## src/rtl/xo_board_ctrl.sv

```systemverilog
// rtl/xo_board_ctrl.sv - XO board game-state controller with registered pixel lookup
module xo_board_ctrl #(
  parameter int unsigned BOARD_X    = 87,
  parameter int unsigned BOARD_Y    = 60,
  parameter int unsigned CELL_W     = 155,
  parameter int unsigned CELL_H     = 120,
  parameter int unsigned MARK_Y_OFF = 8
) (
  input  logic        clk,
  input  logic        reset,
  input  logic        btn_up,
  input  logic        btn_down,
  input  logic        btn_left,
  input  logic        btn_right,
  input  logic        btn_place,
  input  logic [9:0]  scan_x,
  input  logic [8:0]  scan_y,
  output logic [9:0]  mark_x,
  output logic [8:0]  mark_y,
  output logic [1:0]  cell_mark,
  output logic        in_board,
  output logic        cursor_hit,
  output logic [17:0] board,
  output logic        turn,
  output logic [1:0]  game_state,
  output logic [1:0]  winner
);

  typedef enum logic [1:0] {
    S_PLAY  = 2'b00,
    S_CHECK = 2'b01,
    S_WIN   = 2'b10,
    S_DRAW  = 2'b11
  } state_e;

  // Cell boundaries and glyph origins, precomputed so the beam lookup is compare-only.
  localparam logic [9:0] X0  = 10'(BOARD_X);
  localparam logic [9:0] X1  = 10'(BOARD_X + CELL_W);
  localparam logic [9:0] X2  = 10'(BOARD_X + 2 * CELL_W);
  localparam logic [9:0] X3  = 10'(BOARD_X + 3 * CELL_W);
  localparam logic [8:0] Y0  = 9'(BOARD_Y);
  localparam logic [8:0] Y1  = 9'(BOARD_Y + CELL_H);
  localparam logic [8:0] Y2  = 9'(BOARD_Y + 2 * CELL_H);
  localparam logic [8:0] Y3  = 9'(BOARD_Y + 3 * CELL_H);
  localparam logic [8:0] MY0 = 9'(BOARD_Y + MARK_Y_OFF);
  localparam logic [8:0] MY1 = 9'(BOARD_Y + CELL_H + MARK_Y_OFF);
  localparam logic [8:0] MY2 = 9'(BOARD_Y + 2 * CELL_H + MARK_Y_OFF);

  function automatic logic [3:0] cell_idx(input logic [1:0] r, input logic [1:0] c);
    return ({2'b00, r} * 4'd3) + {2'b00, c};
  endfunction

  function automatic logic [1:0] line3(input logic [1:0] a, input logic [1:0] b, input logic [1:0] c);
    return ((a != 2'b00) && (a == b) && (b == c)) ? a : 2'b00;
  endfunction

  state_e      state_q, state_d;
  logic [17:0] board_q, board_d;
  logic        turn_q, turn_d;
  logic [1:0]  winner_q, winner_d;
  logic [1:0]  cur_row_q, cur_row_d, cur_col_q, cur_col_d;

  logic [9:0]  mark_x_q;
  logic [8:0]  mark_y_q;
  logic [1:0]  cell_mark_q;
  logic        in_board_q, cursor_hit_q;

  logic [1:0]  pix_col, pix_row;
  logic        pix_in;
  logic [3:0]  pix_idx, cur_idx;
  logic [1:0]  lm [8];
  logic [1:0]  win_mark;
  logic        full;

  // Resolve the cell under the beam from the scan position.
  always_comb begin
    pix_col = (scan_x < X1) ? 2'd0 : (scan_x < X2) ? 2'd1 : 2'd2;
    pix_row = (scan_y < Y1) ? 2'd0 : (scan_y < Y2) ? 2'd1 : 2'd2;
    pix_in  = (scan_x >= X0) && (scan_x < X3) && (scan_y >= Y0) && (scan_y < Y3);
    pix_idx = cell_idx(pix_row, pix_col);
    cur_idx = cell_idx(cur_row_q, cur_col_q);
  end

  // Register the glyph origin, occupancy and cursor flag for the renderers.
  always_ff @(posedge clk) begin
    if (reset || !pix_in) begin
      in_board_q   <= 1'b0;
      mark_x_q     <= '0;
      mark_y_q     <= '0;
      cell_mark_q  <= 2'b00;
      cursor_hit_q <= 1'b0;
    end else begin
      in_board_q   <= 1'b1;
      mark_x_q     <= (pix_col == 2'd0) ? X0 : (pix_col == 2'd1) ? X1 : X2;
      mark_y_q     <= (pix_row == 2'd0) ? MY0 : (pix_row == 2'd1) ? MY1 : MY2;
      cell_mark_q  <= board_q[{pix_idx, 1'b0} +: 2];
      cursor_hit_q <= (pix_row == cur_row_q) && (pix_col == cur_col_q);
    end
  end

  // Evaluate the eight lines and board fullness on the current board.
  always_comb begin
    lm[0] = line3(board_q[1:0],   board_q[3:2],   board_q[5:4]);
    lm[1] = line3(board_q[7:6],   board_q[9:8],   board_q[11:10]);
    lm[2] = line3(board_q[13:12], board_q[15:14], board_q[17:16]);
    lm[3] = line3(board_q[1:0],   board_q[7:6],   board_q[13:12]);
    lm[4] = line3(board_q[3:2],   board_q[9:8],   board_q[15:14]);
    lm[5] = line3(board_q[5:4],   board_q[11:10], board_q[17:16]);
    lm[6] = line3(board_q[1:0],   board_q[9:8],   board_q[17:16]);
    lm[7] = line3(board_q[5:4],   board_q[9:8],   board_q[13:12]);
    win_mark = 2'b00;
    for (int i = 0; i < 8; i++) begin
      if (win_mark == 2'b00) win_mark = lm[i];
    end
    full = 1'b1;
    for (int i = 0; i < 9; i++) begin
      if (board_q[2*i +: 2] == 2'b00) full = 1'b0;
    end
  end

  // Next-state logic: placement, cursor moves, result evaluation and new game.
  always_comb begin
    state_d   = state_q;
    board_d   = board_q;
    turn_d    = turn_q;
    winner_d  = winner_q;
    cur_row_d = cur_row_q;
    cur_col_d = cur_col_q;
    case (state_q)
      S_PLAY: begin
        if (btn_place) begin
          if (board_q[{cur_idx, 1'b0} +: 2] == 2'b00) begin
            board_d[{cur_idx, 1'b0} +: 2] = turn_q ? 2'b10 : 2'b01;
            state_d = S_CHECK;
          end
        end else begin
          if (btn_up && !btn_down && cur_row_q != 2'd0)         cur_row_d = cur_row_q - 2'd1;
          else if (btn_down && !btn_up && cur_row_q != 2'd2)    cur_row_d = cur_row_q + 2'd1;
          if (btn_left && !btn_right && cur_col_q != 2'd0)      cur_col_d = cur_col_q - 2'd1;
          else if (btn_right && !btn_left && cur_col_q != 2'd2) cur_col_d = cur_col_q + 2'd1;
        end
      end
      S_CHECK: begin
        if (win_mark != 2'b00) begin
          state_d  = S_WIN;
          winner_d = win_mark;
        end else if (full) begin
          state_d  = S_DRAW;
          winner_d = 2'b00;
        end else begin
          state_d = S_PLAY;
          turn_d  = ~turn_q;
        end
      end
      default: begin
        if (btn_place) begin
          board_d   = '0;
          winner_d  = 2'b00;
          turn_d    = 1'b0;
          cur_row_d = 2'd1;
          cur_col_d = 2'd1;
          state_d   = S_PLAY;
        end
      end
    endcase
  end

  // Game state registers.
  always_ff @(posedge clk) begin
    if (reset) begin
      state_q   <= S_PLAY;
      board_q   <= '0;
      turn_q    <= 1'b0;
      winner_q  <= 2'b00;
      cur_row_q <= 2'd1;
      cur_col_q <= 2'd1;
    end else begin
      state_q   <= state_d;
      board_q   <= board_d;
      turn_q    <= turn_d;
      winner_q  <= winner_d;
      cur_row_q <= cur_row_d;
      cur_col_q <= cur_col_d;
    end
  end

  assign mark_x     = mark_x_q;
  assign mark_y     = mark_y_q;
  assign cell_mark  = cell_mark_q;
  assign in_board   = in_board_q;
  assign cursor_hit = cursor_hit_q;
  assign board      = board_q;
  assign turn       = turn_q;
  assign game_state = state_q;
  assign winner     = winner_q;

endmodule

```

## config.mk

```make
export PLATFORM = sky130hd
export DESIGN_NAME = xo_board_ctrl
export DESIGN_NICKNAME = d
export VERILOG_FILES = /design/src/rtl/xo_board_ctrl.sv
export SDC_FILE = /design/constraint.sdc
export NUM_CORES = 1
export LEC_CHECK = 0
export CAP_MARGIN = 20
export CORE_MARGIN = 2
export CORE_UTILIZATION = 30
export CTS_BUF_LIST = sky130_fd_sc_hd__clkbuf_8 sky130_fd_sc_hd__clkbuf_16
export DETAILED_ROUTE_END_ITERATION = 12
export HOLD_SLACK_MARGIN = 0.1
export MAX_ROUTING_LAYER = met4
export SLEW_MARGIN = 15
export SYNTH_ARGS = -nofsm -noshare
export SYNTH_HDL_FRONTEND = slang
export SYNTH_SLANG_ARGS = --single-unit
```

## constraint.sdc

```tcl
create_clock -name clk -period 8.8 [get_ports clk]
set_clock_uncertainty 0.05 [all_clocks]
set_input_delay 1.32 -clock clk [delete_from_list [all_inputs] [get_ports clk]]
set_output_delay 1.32 -clock clk [all_outputs]
set_load 0.01 [all_outputs]
```

======== Word level (Yosys, flattened, before mapping) ========
Cells that the tools add are included.
cells by class
  add/subtract/negate cells ............... 7
  multipliers ............................. 2
  $lt $le $gt $ge ......................... 8
  equality and inequality tests ........... 31
  shift-type cells ........................ 4
  muxes and demuxes ....................... 61
  bitwise logic cells ..................... 3
  reductions and logical operators ........ 72
operator list
  kind                      number
  $mux W2                   34
  $mux W18                  3
  $logic_not A2 Y1          20
  $eq A2 B2 Y1              18
  $pmux W18 S2              1
  $shiftx A18 B6 Y2         2
  $logic_and A1 B1 Y1       28
  $reduce_bool A2 Y1        10
  $bwmux W18                1
  $lt A9 B9 Y1 const B      2
  $mux W9                   2
  $shift A2 B7 Y18 const A  1
  $shiftx A2 B7 Y18         1
  $pmux W2 S2               4
  $mux W7                   2
  $ne A2 B2 Y1 const B      7
  $mux W1                   13
  $reduce_and A4 Y1         3
  $ge A10 B7 Y1 const B     1
  $lt A10 B10 Y1 const B    1
  $lt A10 B8 Y1 const B     1
  $lt A10 B9 Y1 const B     1
  $ge A9 B6 Y1 const B      1
  $lt A9 B8 Y1 const B      1
  13 further kinds          30
storage, ports and cells
  register bits after elaboration ......... 49
  input port bits ......................... 26
  output and inout port bits .............. 46
  logic and storage cells ................. 201

======== Longest topological paths before layout ========
Gate-level depths: netlist of the first run.
  depth after elaboration ................. 21
  gate-level depth with buffers ........... 13
  gate-level depth less buffers ........... 13

======== Worst setup path before layout of the first run ========
Ideal clock, no wire load.
  kind .................................... in2reg
  from .................................... in scan_y[3]
  to ...................................... reg cell_mark_q[0] (netlist: cell_mark[0])
  setup time .............................. 0.128 ns
  data arrival time ....................... 3.977 ns
  required time ........................... 8.622 ns
  setup slack ............................. 4.646 ns
  stages .................................. 12
  path buffers ............................ 0
  path through ............................ a21o_1 -> a211oi_1 -> nand2_1 -> o21ai_0 -> inv_1 -> fa_1 -> inv_1 -> ha_1 -> mux4_2 -> mux2_2 -> a22oi_1 -> nor2_1
on the way
  cells in the longest elaborated chain, start to end .. 6
  elaborated cells between the ends (all ways) .. 13
  classes of those cells .................. 1 x add/sub; 1 x mul; 4 x order compare; 1 x shift; 2 x mux; 4 x reduce/logical
ends and longest elaborated chain
  what                    line  text
  start: declaration      17    input logic [8:0] scan_y,
  $lt A9 B9 Y1            78    pix_row = (scan_y < Y1) ? 2'd0 : (scan_y < Y2) ? 2'd1 : 2'd2;
  $mux W2 (2 in series)   78
  $mul A2 B2 Y4           50    return ({2'b00, r} * 4'd3) + {2'b00, c};
  $add A4 B2 Y4           50
  $shiftx A18 B6 Y2       96    cell_mark_q <= board_q[{pix_idx, 1'b0} +: 2];
  end signal: assignment  96
  end: declaration        65    logic [1:0] cell_mark_q;
Parallel ways exist; a longest one is shown, timed or not.
A chain may end at the register's enable or synchronous reset.

======== Worst setup path after layout of the first run ========
Same ends and word-level chain as after synthesis.

==> results of run 1 <==
## state kept, by name (all words and copies together), names as in the netlist
name,count
mark_y,5
game_state,2
winner,2
turn,1
in_board,1
cursor_hit,1
cur_col_q,2
cell_mark,2
board,18
cur_row_q,2
mark_x,5
## cell usage after synthesis (all sizes together) (4+ instances only)
master   instances  area, um^2
a21o             5        37.5
a21oi           23         115
a31oi            6        37.5
and3            10        62.6
buf             15         113
clkbuf          17        67.6
dfxtp           41         821
fa               4        80.1
ha              10         125
inv             15        56.3
mux2i            4        40.0
mux4             6         135
nand2           15        56.3
nand2b          20         125
nand3           23         115
nand3b           4        30.0
nand4            8        50.1
nor2            42         160
nor2b            9        56.3
nor3            18        90.1
nor4             4        25.0
o21ai           24         120
o2bb2ai          4        35.0
o32ai            9        86.3
or2              6        37.5
or3             15        93.8
xnor2            4        35.0
## stage by stage
step | std cells | utilization, % | setup slack [ps]
6_report | 585 | 38.3 | 4140
5_1_grt | 585 | 38.3 | 3780
4_1_cts | 585 | 38.3 | 4100
3_5_place_dp | 577 | 37.2 | 3840
3_3_place_gp | 577 | 37.2 | 3880
2_1_floorplan | 406 | - | 4650
## how the worst min path moves through the flow
stage                      endpoint       from  slack, ps
final                     winner[1]  winner[1]        440
after global routing      winner[1]  winner[1]        460
after global placement    winner[1]  winner[1]        420
after detailed placement  winner[1]  winner[1]        430
after floorplan           winner[1]  winner[1]        450
after CTS                 winner[1]  winner[1]        440
## routing by layer
metal | GRT usage (%) | vias up
li1 | - | 1553
met1 | 22.6 | 1490
met2 | 27.1 | 147
met3 | 2.51 | 12
met4 | 4.45 | 0
met5 | - | -
## cell usage in the layout (no fill, tap or decap), drive strengths merged, types with 4 or more instances in the layout
cell type / instances
clkdlybuf4s50: 66
nor2: 42
dfxtp: 41
o21ai: 24
nand3: 23
a21oi: 23
nand2b: 20
nor3: 18
inv: 15
nand2: 15
or3: 15
and3: 10
ha: 10
nor2b: 9
o32ai: 9
nand4: 8
a31oi: 6
mux4: 6
or2: 6
a21o: 5
clkbuf: 5
nand3b: 4
nor4: 4
xnor2: 4
mux2i: 4
o2bb2ai: 4
fa: 4
## where the power goes
part / switching, W / internal (W) / total [W] / leakage [nW]
Combinational: 0.000299 / 0.000195 / 0.000494 / 0.994
Sequential: 0.0000497 / 0.000204 / 0.000254 / 0.333
Clock: 0.0000734 / 0.0000850 / 0.000158 / 0.0543
Total: 0.000422 / 0.000484 / 0.000906 / 1.38
## layout make-up
class | instances | area share [%]
clock buffer | 5 | 1.75
clock inverter | 3 | 1.18
inverter | 16 | 1.56
multi-input combinational | 317 | 53.4
sequential | 41 | 20.9
tap | 136 | 4.32
timing repair buffer | 67 | 17.0
## worst max-delay path, delay by kind of cell
family | cells | cell delay (ps)
muxes | 2 | 800
adders and majority gates | 2 | 970
AOI/OAI and AO/OA | 4 | 860
buffers and inverters | 3 | 690
and+or+nand+nor | 2 | 140
## logic make-up (layout without fill, tap and decap cells)
kind of cell / after synthesis / after routing
flops: 41 / 41
other cells: 1 / 3
mux: 13 / 13
compound gates: 100 / 100
buf+inv: 48 / 91
simple gates: 181 / 181
fa+ha+maj: 14 / 14
xor+xnor: 6 / 6
==> results.yml, run 1 <==
cts:
  cts_made_buffers: 5
  root_buffer: "clkbuf_8"
  cts_tree: "yes"
  cts_sinks: 41
  htree_levels: 2
  ctsLongestPathBuffers: 2
  cts.clk_slew.worst_paths_ps: 90
  cts_setup_buffers: 0
  clk_latency_ps: 300
  postCtsHoldBufs: 0
  post_cts_resized: 0
critical_path:
  setup.worst_path.end: "cell_mark[0]"
  path_max_fanout: 5
  path_cells: "clkdlybuf4s50_1, a21o_1, a211oi_1, nand2_1, o21ai_0, inv_1, fa_1, inv_1, ha_1, mux4_2, mux2_2, a22oi_1, nor2_1"
  critPathArrivalTime_ps: 4780
  r2r_slack_ps: 5270
  r2r-end: "board[15]"
  r2r_cells: 10
  start_kind: "input port"
  r2r_start: "cur_row_q[0]"
  cp_slowest_cell: "fa_1"
  crit_start: "scan_y[3]"
  cpMostUsedCell: "inv_1"
  slowest_delay_ps: 580
  cp-end-kind: "register"
  required_ps: 8920
  timing_worst_setup_path_type: "input port to register"
timing:
  finalHoldViolCount: 0
  setup_tns_ps: 0
  tightest_slew_ps: 828
  min_period_over_period_pct: 53.0
  setup_viol: 0
  max_freq_mhz: 215
  slew_viol_final: 0
  slew_headroom_pct: 44.6
  grt_setup_unrepaired: "false"
  fin_hold_ws_ps: 437
  finalCriticalPeriod_ps: 4660
yosys:
  syn_area_per_cell_um2: 7.81
  synth-xor-area-share_pct: 1.67
  synth_compound_area_share_pct: 21.2
  synth_area_um2: 3150
  synth_top_family_by_area: "simple AND/OR/NAND/NOR gates"
  synth_cell_types: 60
  yosysSeqAreaShare_pct: 26.0
  async_flop_share_pct: 0
  muxShareOfSynthArea_pct: 6.62
  synth_edf_count: 0
  synthFlopType: "dfxtp_1"
  ys_warn_count: 0
  synth-simple-area-share_pct: 30.2
  synthAdderAreaFrac_pct: 6.51
  ys_ff_latch: 41
  synth_cells: 404
flow_run:
  max_cap_violations: 0
cells_and_area:
  finalNetCount: 488
  drive_above_1_share_pct: 6.24
  syn_to_final_growth_pct: 24.8
  final_area_um2: 3940
  num_antenna_cells: 0
  multi_input_area_um2: 2100
  fillers: 1079
  regArea_um2: 821
worst_hold_path:
  min_delay_path_depth: 2
  hp-class: "register to register"
drt:
  wl_met2_um: 4220
  drt-initial-drc-count: 336
  highest_layer: "met4"
  num_vias: 3202
  wl_met1_um: 4330
  viasPerCell: 5.47
  routedWlPerCell_um: 15.9
  drc: 0
  dr.pass1.iters: 5
  wl_met3_um: 605
  drt_wl_total_um: 9290
  ant_nets: 0
floorplan:
  start_util_pct: 30.7
  io_pins: 72
  die_x_um: 107
  dieArea_um2: 11400
  coreArea_um2: 10300
  fp.dieH_um: 107
  rows: 37
grt:
  grt_usage_pct: 17.0
  antenna_found_initial: 0
  overflow: 0
  grt_max_degree: 34
  grt_pass1_vias: 3137
  grt_pass1_wl_um: 15300
placed_design:
  placed_area_um2: 3820
  hpwlAfterDp_um: 6800
  io_buffers: 66
  routabilityCongestion: 0.894
power:
  power.total_w: 0.000906
  leakagePower_nw: 1.38
  p_per_area_nw_per_um2: 230
  ir_drop_mv: 0.151
status:
  outcome: "finished, final reports clean"
No activity file was read; power rests on OpenSTA's default activity.
==> run 2, diff against run 1 <==
==> constraint.sdc (replaced) <==
create_clock -name clk -period 3.8 [get_ports clk]
set_clock_uncertainty 0.05 [all_clocks]
set_input_delay 0.57 -clock clk [delete_from_list [all_inputs] [get_ports clk]]
set_output_delay 0.57 -clock clk [all_outputs]
set_load 0.01 [all_outputs]
==> run 2 against run 1 <==
  * Critical endpoint unchanged
  * Register-to-register slack worse by 4900 ps
  * Final cell count is 1.9% higher
  * Count of clock-buffer cells in the layout stayed put
  * Core utilization is 0.89 points higher
  * Global-route usage is 0.41 points higher
  * Sequential cell count stayed put
  * Design area is 2.3% higher
  * Largest cell class unchanged
  * Clock power is 130% higher
==> results.yml, run 2 (synthesis results as in run 1) <==
power:
  p_int_w: 0.00117
  ir_drop_mv: 0.351
  comb_power_share_pct: 55.7
  leakagePower_nw: 1.44
  clockPowerShare_pct: 16.9
  p_seq_share_pct: 27.4
  p_per_area_nw_per_um2: 537
  switching_share_pct: 45.8
  power.net_switching_w: 0.000991
floorplan:
  rows: 37
  fp.dieH_um: 107
  start_util_pct: 30.7
  io_pins: 72
  coreArea_um2: 10300
  dieArea_um2: 11400
  die_x_um: 107
cells_and_area:
  final_cells: 596
  drive_above_1_share_pct: 8.91
  num_antenna_cells: 0
  syn_to_final_growth_pct: 27.6
  finalNetCount: 499
  final_common_cell: "clkdlybuf4s50_1"
  final_cell_mix: "66 x clkdlybuf4s50_1, 41 x nor2_1, 41 x dfxtp_1"
  post-route-util_pct: 39.2
  largest_register_ffs: 18
placed_design:
  dp.cells: 588
  hpwlAfterDp_um: 7000
  io_buffers: 66
  routabilityCongestion: 0.859
critical_path:
  path_max_fanout: 3
  start_kind: "input port"
  required_ps: 3930
  cp-end-kind: "register"
  path_cells: "clkdlybuf4s50_1, buf_4, o211a_1, o21ai_0, o21ai_0, inv_1, fa_1, inv_1, ha_1, mux4_2, mux2_2, a22oi_1, nor2_1"
  timing_worst_setup_path_type: "input port to register"
  cp_slowest_cell: "fa_1"
  slowest_delay_ps: 550
  critPathArrivalTime_ps: 3630
cts:
  clk_latency_ps: 300
  postCtsHoldBufs: 0
  cts_sinks: 41
  root_buffer: "clkbuf_8"
  cts_setup_buffers: 0
  htree_levels: 2
  ctsLongestPathBuffers: 2
  cts_tree: "yes"
  cts.clk_slew.worst_paths_ps: 90
  cts_made_buffers: 5
timing:
  tightest_slew_ps: 701
  finalHoldViolCount: 0
  grt_setup_unrepaired: "false"
  setup_viol: 0
  min_period_over_period_pct: 92.1
  finalCriticalPeriod_ps: 3500
  slew_viol_final: 0
  slew_headroom_pct: 52.0
  max_freq_mhz: 286
drt:
  dr.pass1.iters: 4
  ant_nets: 0
  wl_met3_um: 664
  num_vias: 3274
  highest_layer: "met4"
  viasPerCell: 5.49
  drc: 0
  wl_met1_um: 4500
  drt-initial-drc-count: 219
  routedWlPerCell_um: 16.2
  wl_met2_um: 4360
  drt_wl_total_um: 9650
grt:
  antenna_found_initial: 0
  grt_pass1_vias: 3158
  grt_max_degree: 33
  grt_usage_pct: 17.4
  grt_pass1_wl_um: 15600
  overflow: 0
status:
  outcome: "finished, final reports clean"
flow_run:
  max_cap_violations: 0
worst_hold_path:
  hp-class: "register to register"
==> run 2: cell count changes in the layout (fill, tap and decap cells not counted), sizes merged <==
cell,before,now
buf,1,12
clkinvlp,1,0
inv,15,16
==> run 2: cell type report <==
cell class,count,area (um^2)
repair buffers,78,751
inverters,16,61.3
fillers,1088,6250
flip-flops and latches,41,821
clock inverters,3,43.8
well taps,136,170
clock buffers,5,68.8
multi-input cells,317,2110
==> run 2: what timing repair did <==
action                                  in CTS  in global routing
endpoints found under the hold margin        0                  0
endpoints found under the setup margin       0                  2
resized for setup                            0                  2
==> run 2: critical path: cells and delay by family <==
family,cells,cell delay [ps]
AO/OA/AOI/OAI,4,600
multiplexers,2,770
adder cells (fa/ha/maj),2,850
AND/OR/NAND/NOR,1,50
buffers and inverters,4,780
==> run 2: path summary, 6_finish.rpt <==
kind	from	end	slack, ps	cells past startpoint
max reg2reg	cur_col_q[1]	board[9]	370	10
max	scan_y[3]	cell_mark[0]	300	13
min	winner[1]	winner[1]	440	2
min reg2reg	winner[1]	winner[1]	440	2
==> run 2: through the flow <==
| stage | TNS [ps] | worst slack, ps | area, um^2 | power (W) | hold slack [ps] |
|---|---|---|---|---|---|
| after floorplan | 0 | 396 | 3160 | 0.00143 | 448 |
| after global placement | -9.90 | -9.90 | 3900 | 0.00176 | 416 |
| after detailed placement | -32.5 | -32.5 | 3900 | 0.00177 | 423 |
| after CTS | 0 | 259 | 4020 | 0.00215 | 440 |
| after global routing | 0 | 14.7 | 4030 | 0.00231 | 453 |
| final | 0 | 300 | 4030 | 0.00216 | 435 |
==> run 2: metal layers <==
metal	GRT usage, %	up-vias
li1	-	1569
met1	23.3	1560
met2	27.5	129
met3	3.07	16
met4	3.80	0
met5	-	-
==> run 2: power by group through the flow <==
stage	clock network, W	logic (W)	registers [W]
6_report	0.000365	0.00120	0.000592
5_1_grt	0.000392	0.00132	0.000601
4_1_cts	0.000377	0.00118	0.000586
3_5_place_dp	0	0.00117	0.000596
3_3_place_gp	0	0.00116	0.000594
2_1_floorplan	0	0.000885	0.000543
==> run 3, diff against run 2 <==
--- a/config.mk
+++ b/config.mk
@@ -12,6 +12,7 @@
 export DETAILED_ROUTE_END_ITERATION = 12
 export HOLD_SLACK_MARGIN = 0.1
 export MAX_ROUTING_LAYER = met4
+export SKIP_LAST_GASP = 1
 export SLEW_MARGIN = 15
 export SYNTH_ARGS = -nofsm -noshare
 export SYNTH_HDL_FRONTEND = slang
==> results of run 3 <==
No change in the layout: final DEF, timing and power equal those of run 2.
